**config.mk**
```make
export PLATFORM = sky130hd
export DESIGN_NAME = serial_adder
export DESIGN_NICKNAME = d
export VERILOG_FILES = /design/src/rtl/serial_adder.sv
export SDC_FILE = /design/constraint.sdc
export NUM_CORES = 1
export LEC_CHECK = 0
export BUFFER_PORTS_ARGS = -buffer_cell sky130_fd_sc_hd__buf_2
export CORE_MARGIN = 3
export CORE_UTILIZATION = 54
export DETAILED_ROUTE_END_ITERATION = 12
export PLACE_DENSITY = 0.88
export SLEW_MARGIN = 20
export SYNTH_ARGS = -nofsm -noshare
export SYNTH_HDL_FRONTEND = slang
export SYNTH_SLANG_ARGS = --single-unit
```
**constraint.sdc**
```tcl
create_clock -name saClk -period 1.9 [get_ports saClk]
set_input_delay 0.285 -clock saClk [delete_from_list [all_inputs] [get_ports saClk]]
set_output_delay 0.285 -clock saClk [all_outputs]
set_load 0.005 [all_outputs]
```
**src/rtl/serial_adder.sv**
```systemverilog
`default_nettype none
// ============================================================================
//  Module   : serial_adder
//  Brief    : Bit-serial adder. One full-adder slice per clock, LSB first,
//             carry held in a single flop. IDLE -> RUN (WIDTH edges) -> DONE.
//  Revision : 1.0  initial release
// ============================================================================
module serial_adder #(
    parameter int WIDTH = 8
) (
    input  logic             saClk,
    input  logic             saRstN,
    input  logic             saStart,
    input  logic [WIDTH-1:0] saOp1,
    input  logic [WIDTH-1:0] saOp2,
    input  logic             saCi,
    output logic [WIDTH-1:0] saRes,
    output logic             saCo,
    output logic             saBusy,
    output logic             saDone
);

    // Counter holds 0..WIDTH-1 with headroom, so it never wraps inside a RUN.
    localparam int                 c_CNT_W = $clog2(WIDTH) + 1;
    localparam logic [c_CNT_W-1:0] c_LAST  = c_CNT_W'(WIDTH - 1);
    localparam logic [c_CNT_W-1:0] c_ONE   = c_CNT_W'(1);

    typedef enum logic [1:0] {
        ST_IDLE = 2'd0,
        ST_RUN  = 2'd1,
        ST_DONE = 2'd2
    } state_t;

    state_t             state_q, state_d;
    logic [WIDTH-1:0]   op_a_q, op_a_d;
    logic [WIDTH-1:0]   op_b_q, op_b_d;
    logic [WIDTH-1:0]   sum_q, sum_d;
    logic [WIDTH-1:0]   res_q, res_d;
    logic [c_CNT_W-1:0] cnt_q, cnt_d;
    logic               carry_q, carry_d;
    logic               co_q, co_d;
    logic               busy_q, busy_d;
    logic               done_q, done_d;

    logic               w_bit_sum;
    logic               w_bit_carry;
    logic               w_last_bit;

    // Next-state logic: full-adder slice on the current LSBs plus FSM sequencing.
    always_comb begin
        w_bit_sum   = op_a_q[0] ^ op_b_q[0] ^ carry_q;
        w_bit_carry = (op_a_q[0] & op_b_q[0]) | (carry_q & (op_a_q[0] ^ op_b_q[0]));
        w_last_bit  = (cnt_q == c_LAST);

        state_d = state_q;
        op_a_d  = op_a_q;
        op_b_d  = op_b_q;
        sum_d   = sum_q;
        res_d   = res_q;
        cnt_d   = cnt_q;
        carry_d = carry_q;
        co_d    = co_q;

        case (state_q)
            ST_IDLE: begin
                if (saStart) begin
                    op_a_d  = saOp1;
                    op_b_d  = saOp2;
                    carry_d = saCi;
                    cnt_d   = '0;
                    state_d = ST_RUN;
                end
            end
            ST_RUN: begin
                op_a_d  = {1'b0, op_a_q[WIDTH-1:1]};
                op_b_d  = {1'b0, op_b_q[WIDTH-1:1]};
                sum_d   = {w_bit_sum, sum_q[WIDTH-1:1]};
                carry_d = w_bit_carry;
                cnt_d   = cnt_q + c_ONE;
                if (w_last_bit) begin
                    // Publish the result including the bit computed on this edge.
                    res_d   = {w_bit_sum, sum_q[WIDTH-1:1]};
                    co_d    = w_bit_carry;
                    state_d = ST_DONE;
                end
            end
            ST_DONE: begin
                state_d = ST_IDLE;
            end
            default: begin
                state_d = ST_IDLE;
            end
        endcase

        // Status flags are registered versions of the state being entered.
        busy_d = (state_d == ST_RUN);
        done_d = (state_d == ST_DONE);
    end

    // State and datapath registers; reset clears everything asynchronously.
    always_ff @(posedge saClk or negedge saRstN) begin
        if (!saRstN) begin
            state_q <= ST_IDLE;
            op_a_q  <= '0;
            op_b_q  <= '0;
            sum_q   <= '0;
            res_q   <= '0;
            cnt_q   <= '0;
            carry_q <= 1'b0;
            co_q    <= 1'b0;
            busy_q  <= 1'b0;
            done_q  <= 1'b0;
        end else begin
            state_q <= state_d;
            op_a_q  <= op_a_d;
            op_b_q  <= op_b_d;
            sum_q   <= sum_d;
            res_q   <= res_d;
            cnt_q   <= cnt_d;
            carry_q <= carry_d;
            co_q    <= co_d;
            busy_q  <= busy_d;
            done_q  <= done_d;
        end
    end

    assign saRes  = res_q;
    assign saCo   = co_q;
    assign saBusy = busy_q;
    assign saDone = done_q;

endmodule
`default_nettype wire

```
# Yosys cells after proc, flatten, opt, wreduce, memory -nomap -nowiden
# Index checks and enable logic that the tools add are counted.
dict set report totals {
  register_bits 42
  input_bits 20
  out_inout_bits 11
  elab_cells 36
}
dict set report classes {
  addsub 1
  eq_ne 5
  n_mux 11
  bitwise 5
  reduce_logical 4
}
# cell n
set ops {}
lappend ops {{one-hot mux 8 bit (2 select lines)} 2}
lappend ops {{2-to-1 mux 8 bit} 2}
lappend ops {{one-hot mux 4 bit (2 select lines)} 1}
lappend ops {{adder 4 x 1 -> 4 bit, second input constant} 1}
lappend ops {{equality test 2 x 1 -> 1 bit, second input constant} 2}
lappend ops {{equality test 4 x 3 -> 1 bit, second input constant} 1}
lappend ops {{2-to-1 mux 2 bit} 2}
lappend ops {{2-to-1 mux 4 bit} 1}
lappend ops {{one-hot mux 2 bit (2 select lines)} 1}
lappend ops {{AND reduction 2 bit} 2}
lappend ops {{AND 1 bit} 2}
lappend ops {{equality test 2 bit, second input constant} 1}
lappend ops {{logical NOT 2 bit} 1}
lappend ops {{inequality test 2 bit, second input constant} 1}
lappend ops {{one-hot mux 1 bit (2 select lines)} 1}
lappend ops {{nonzero test 2 bit} 1}
lappend ops {{bitwise XOR 1 bit} 2}
lappend ops {{2-to-1 mux 1 bit} 1}
lappend ops {{bitwise OR 1 bit} 1}

# Depth between registers and ports, before layout
dict set report logic_depth {
  ltp_word 4
  mapped_depth 4
  depth_no_buf 4
}

# Least setup slack after synthesis
# No wires, ideal clock.
dict set report synth_path {
  kind {reg2reg}
  start {register cnt_q[0]}
  end {register co_q (netlist: saCo)}
  setup_time_ps 125
  t_arrival_ps 1305
  path_slack_ps 471
  path_stages_with_launch 5
  n_path_buf 0
  period_less_slack_ps 1429
  path_cell_list {dfrtp_1 > ha_1 > nand2_1 > nor3_4 > mux2_2}
}
dict set report synth_via {
  elab_chain_len 2
}
# element line
set synth_rtl {}
lappend synth_rtl {{start, declared} 39} ;# logic [c_CNT_W-1:0] cnt_q, cnt_d;
lappend synth_rtl {{start signal, assigned} 119} ;# cnt_q <= cnt_d;
lappend synth_rtl {{equality test 4 x 3 -> 1 bit} 53} ;# w_last_bit = (cnt_q == c_LAST);
lappend synth_rtl {{AND reduction 2 bit (no source line)} --}
lappend synth_rtl {{end signal, assigned} 121} ;# co_q <= co_d;
lappend synth_rtl {{end, declared} 41} ;# logic co_q, co_d;
# Every way passes these cells.
# A chain may end at the register's enable or synchronous reset.

# Worst setup path in the final report
dict set report layout_path {
  start {register cnt_q[0]}
  end {register res_q[5] (netlist: saRes[5])}
}
dict set report layout_via {
  elab_chain_len 2
}
# element line
set layout_rtl {}
lappend layout_rtl {{equality test 4 x 3 -> 1 bit} 53}
lappend layout_rtl {{AND reduction 2 bit (no source line)} --}
lappend layout_rtl {{end signal, assigned} 118} ;# res_q <= res_d;
lappend layout_rtl {{end, declared} 38} ;# logic [WIDTH-1:0] res_q, res_d;
# Every way passes these cells.

==> flow_metrics.env <==
export IMPL_reg2reg_from="cnt_q[0]"
export IMPL_cts_sinks=41
export IMPL_vias_per_cell=5.70
export IMPL_drtPass1Iterations=4
export IMPL_vdd_drop_max_uv=878
export IMPL_netlist_instances=142
export IMPL_start_util_pct=58.7
export IMPL_synth_fp_nets=164
export IMPL_required_ns=2.14
export IMPL_tightest_slew_ns=0.503
export IMPL_cts_resized=0
export IMPL_dp_hpwl_mm=2.37
export IMPL_root_buffer="clkbuf_4"
export IMPL_cpPeakStageDelay_ns=0.40
export IMPL_portBuffers=30
export IMPL_nets=202
export IMPL_setup_ws_ns=0.235
export IMPL_cts_tree="built"
export IMPL_grt_max_degree=42
export IMPL_worstSkewPairLatency_ns=0.35
export IMPL_relSlewSlack_pct=66.4
export IMPL_cp_data_arrival_time_ns=1.91
export IMPL_syn_mean_instance_area_um2=11.9
export IMPL_power_density_mw_per_mm2=1560
export IMPL_drive_gt1_share_pct=35.4
export IMPL_area_growth_pct=18.4
export IMPL_synthArstFlopShare_pct=100
export IMPL_finalCriticalPeriod_ns=1.67
export IMPL_maxSlewViolCount=0
export IMPL_core_rowCount=19
export IMPL_clkTransAtPathRegs_ns=0.11
export IMPL_grt_pass1_vias=1298
export IMPL_place_ws_ns=0.270
export IMPL_leakage_nw=0.928
export IMPL_netlist_area_mm2=0.00169
export IMPL_seqCellArea_mm2=0.00103
export IMPL_status="completed"
export IMPL_synth_distinct_cells=20
export IMPL_vias=1271
export IMPL_grt_pass1_wl_mm=5.69
export IMPL_synth_edf_count=0
export IMPL_drtIter0Drc=67
export IMPL_ant_nets=0
export IMPL_cp_slowest_cell="dfrtp_1"
export IMPL_n_fill_cell=207
export IMPL_die_x_um=61.9
export IMPL_fmaxAchievable_ghz=0.601
export IMPL_maxCapViolCount=0
export IMPL_cts_hold_fix_buffers=1
export IMPL_critical_path_class="reg -> reg"
export IMPL_core_mm2=0.00288
export IMPL_cts_max_level=2
export IMPL_grt_overflow=0
export IMPL_remaining_drc_errors=0
export IMPL_synth_most_common_cell="dfrtp_1"
export IMPL_fin_crit_sh_pct=87.6
export IMPL_synth_top_flop_cell="dfrtp_1"
export IMPL_yosys_area_top_type="dfrtp_1"
export IMPL_netlist_area_leader_share_pct=60.8
export IMPL_hold_class="in -> reg"
export IMPL_fin_worst_skew_ns=0.00653
export IMPL_finalHoldViolations=0
export IMPL_die_area_mm2=0.00383
export IMPL_startpoint="cnt_q[0]"
export IMPL_grt_usage_pct=20.9
export IMPL_antenna_found_initial=0
export IMPL_clockBufferDepth=2
export IMPL_crit_fanout=10
export IMPL_die_h_um=61.9
export IMPL_yosysWarnings=0
export IMPL_cts_buffers=5
export IMPL_pin_count=31
export IMPL_yosys_top_cells_count="41 x dfrtp_1, 21 x nand2_1, 19 x o21ai_0"
export IMPL_ys_seq_area_share_pct=60.8
export IMPL_setup_viol=0
export IMPL_wire_per_inst_um=15.2
export IMPL_rsz0062_at_grt="no"
export IMPL_yosys_register_bits=41
export IMPL_startpoint_type="flip-flop"
export IMPL_multi_input_area_um2=626
export IMPL_wl_mm=3.38
export IMPL_gp_congestion=0.733
export IMPL_path_cells="ha_1, nand2_1, nor3_4, mux2_2"
export IMPL_post_cts_buffers=0
export IMPL_final_core_util_pct=69.5
export IMPL_synth_area_top_cells="dfrtp_1 61%, mux2_2 11%, a22oi_1 6.7%, o21ai_0 5.6%, nand2_1 4.7%"
export IMPL_totalNegativeSetupSlack_ns=0
export IMPL_n_antenna_cell=0
export IMPL_min_from="saOp1[7]"
export IMPL_crit_path_end_kind="flip-flop"
-- cells by family (layout without fill, tap and decap cells) --
family                     Yosys count  count (layout)  synth area share (%)
DFF                                 41              41                  60.8
adders and majority gates            2               2                  1.93
muxes                               17              17                  11.3
buffers and inverters                9              48                  2.15
and+or+nand+nor                     32              32                  8.82
AOI/OAI and AO/OA                   41              41                  15.0
-- area by class of cell --
| type | count | area share [%] |
|---|---|---|
| well taps | 42 | 2.63 |
| repair buffers | 39 | 11.0 |
| clock buffers | 7 | 3.26 |
| multi-input cells | 92 | 31.3 |
| inverters | 1 | 0.188 |
| clock inverters | 1 | 0.250 |
| flip-flops and latches | 41 | 51.3 |
-- power by group --
group	internal, mW	leakage, nW	switching (mW)	total (mW)
combinational	0.587	0.363	0.581	1.17
sequential	1.23	0.524	0.228	1.46
clock	0.215	0.0413	0.276	0.491
total	2.04	0.928	1.08	3.12
-- state kept, by name (all words and copies together) (netlist names) --
signal,count
op_b_q,8
saDone,1
saCo,1
saRes,8
sum_q,7
saBusy,1
state_q,2
cnt_q,4
op_a_q,8
carry_q,1
-- per-layer routing --
layer | vias up | wire length (um) | global-route usage (%) | part of all wire, %
li1 | 578 | - | - | -
met1 | 631 | 1290 | 23.4 | 38
met2 | 51 | 1800 | 35.6 | 53
met3 | 11 | 197 | 6.82 | 5.8
met4 | 0 | 96 | 10.9 | 2.8
met5 | - | 0 | 0 | 0
-- worst max-delay path: cells and delay by family, from the launching register on --
family	cells	cell delay [ns]
AND/OR/NAND/NOR	2	0.54
flip-flops	1	0.40
multiplexers	1	0.40
adder cells (fa/ha/maj)	1	0.20
-- through the flow --
stage	hold WS [ns]	cell area [um^2]	power (mW)	instances
after floorplan	-0.0106	1690	2.22	142
final	0.218	2000	3.12	223
after global routing	0.206	2000	3.36	223
after global placement	0.359	1920	2.53	214
after detailed placement	0.372	1920	2.65	214
after CTS	0.212	2000	3.14	223
-- worst paths after layout --
path / endpoint / slack [ns] / cells after the start
max in group asynchronous: sum_q[5] / 1.04 / 3
min in group asynchronous: op_b_q[2] / 0.50 / 3
hold / removal: op_a_q[7] / 0.22 / 3
setup / recovery: saRes[5] / 0.23 / 4
setup reg to reg: saRes[5] / 0.23 / 4
hold reg to reg: op_b_q[6] / 0.49 / 2
-- cells in the final DEF (no fill, tap or decap), types with 2 or more instances in the layout --
cell,synthesis,layout
a21oi_1,4,4
mux2_2,17,17
dfrtp_1,41,41
o21ai_0,19,19
a22oi_1,15,15
nand2_1,21,21
nor2_1,2,2
buf_2,2,30
nor2b_1,4,4
nand3_1,2,2
clkbuf_8,0,2
buf_4,0,8
clkbuf_4,0,5
(Power assumes the default switching activity.)
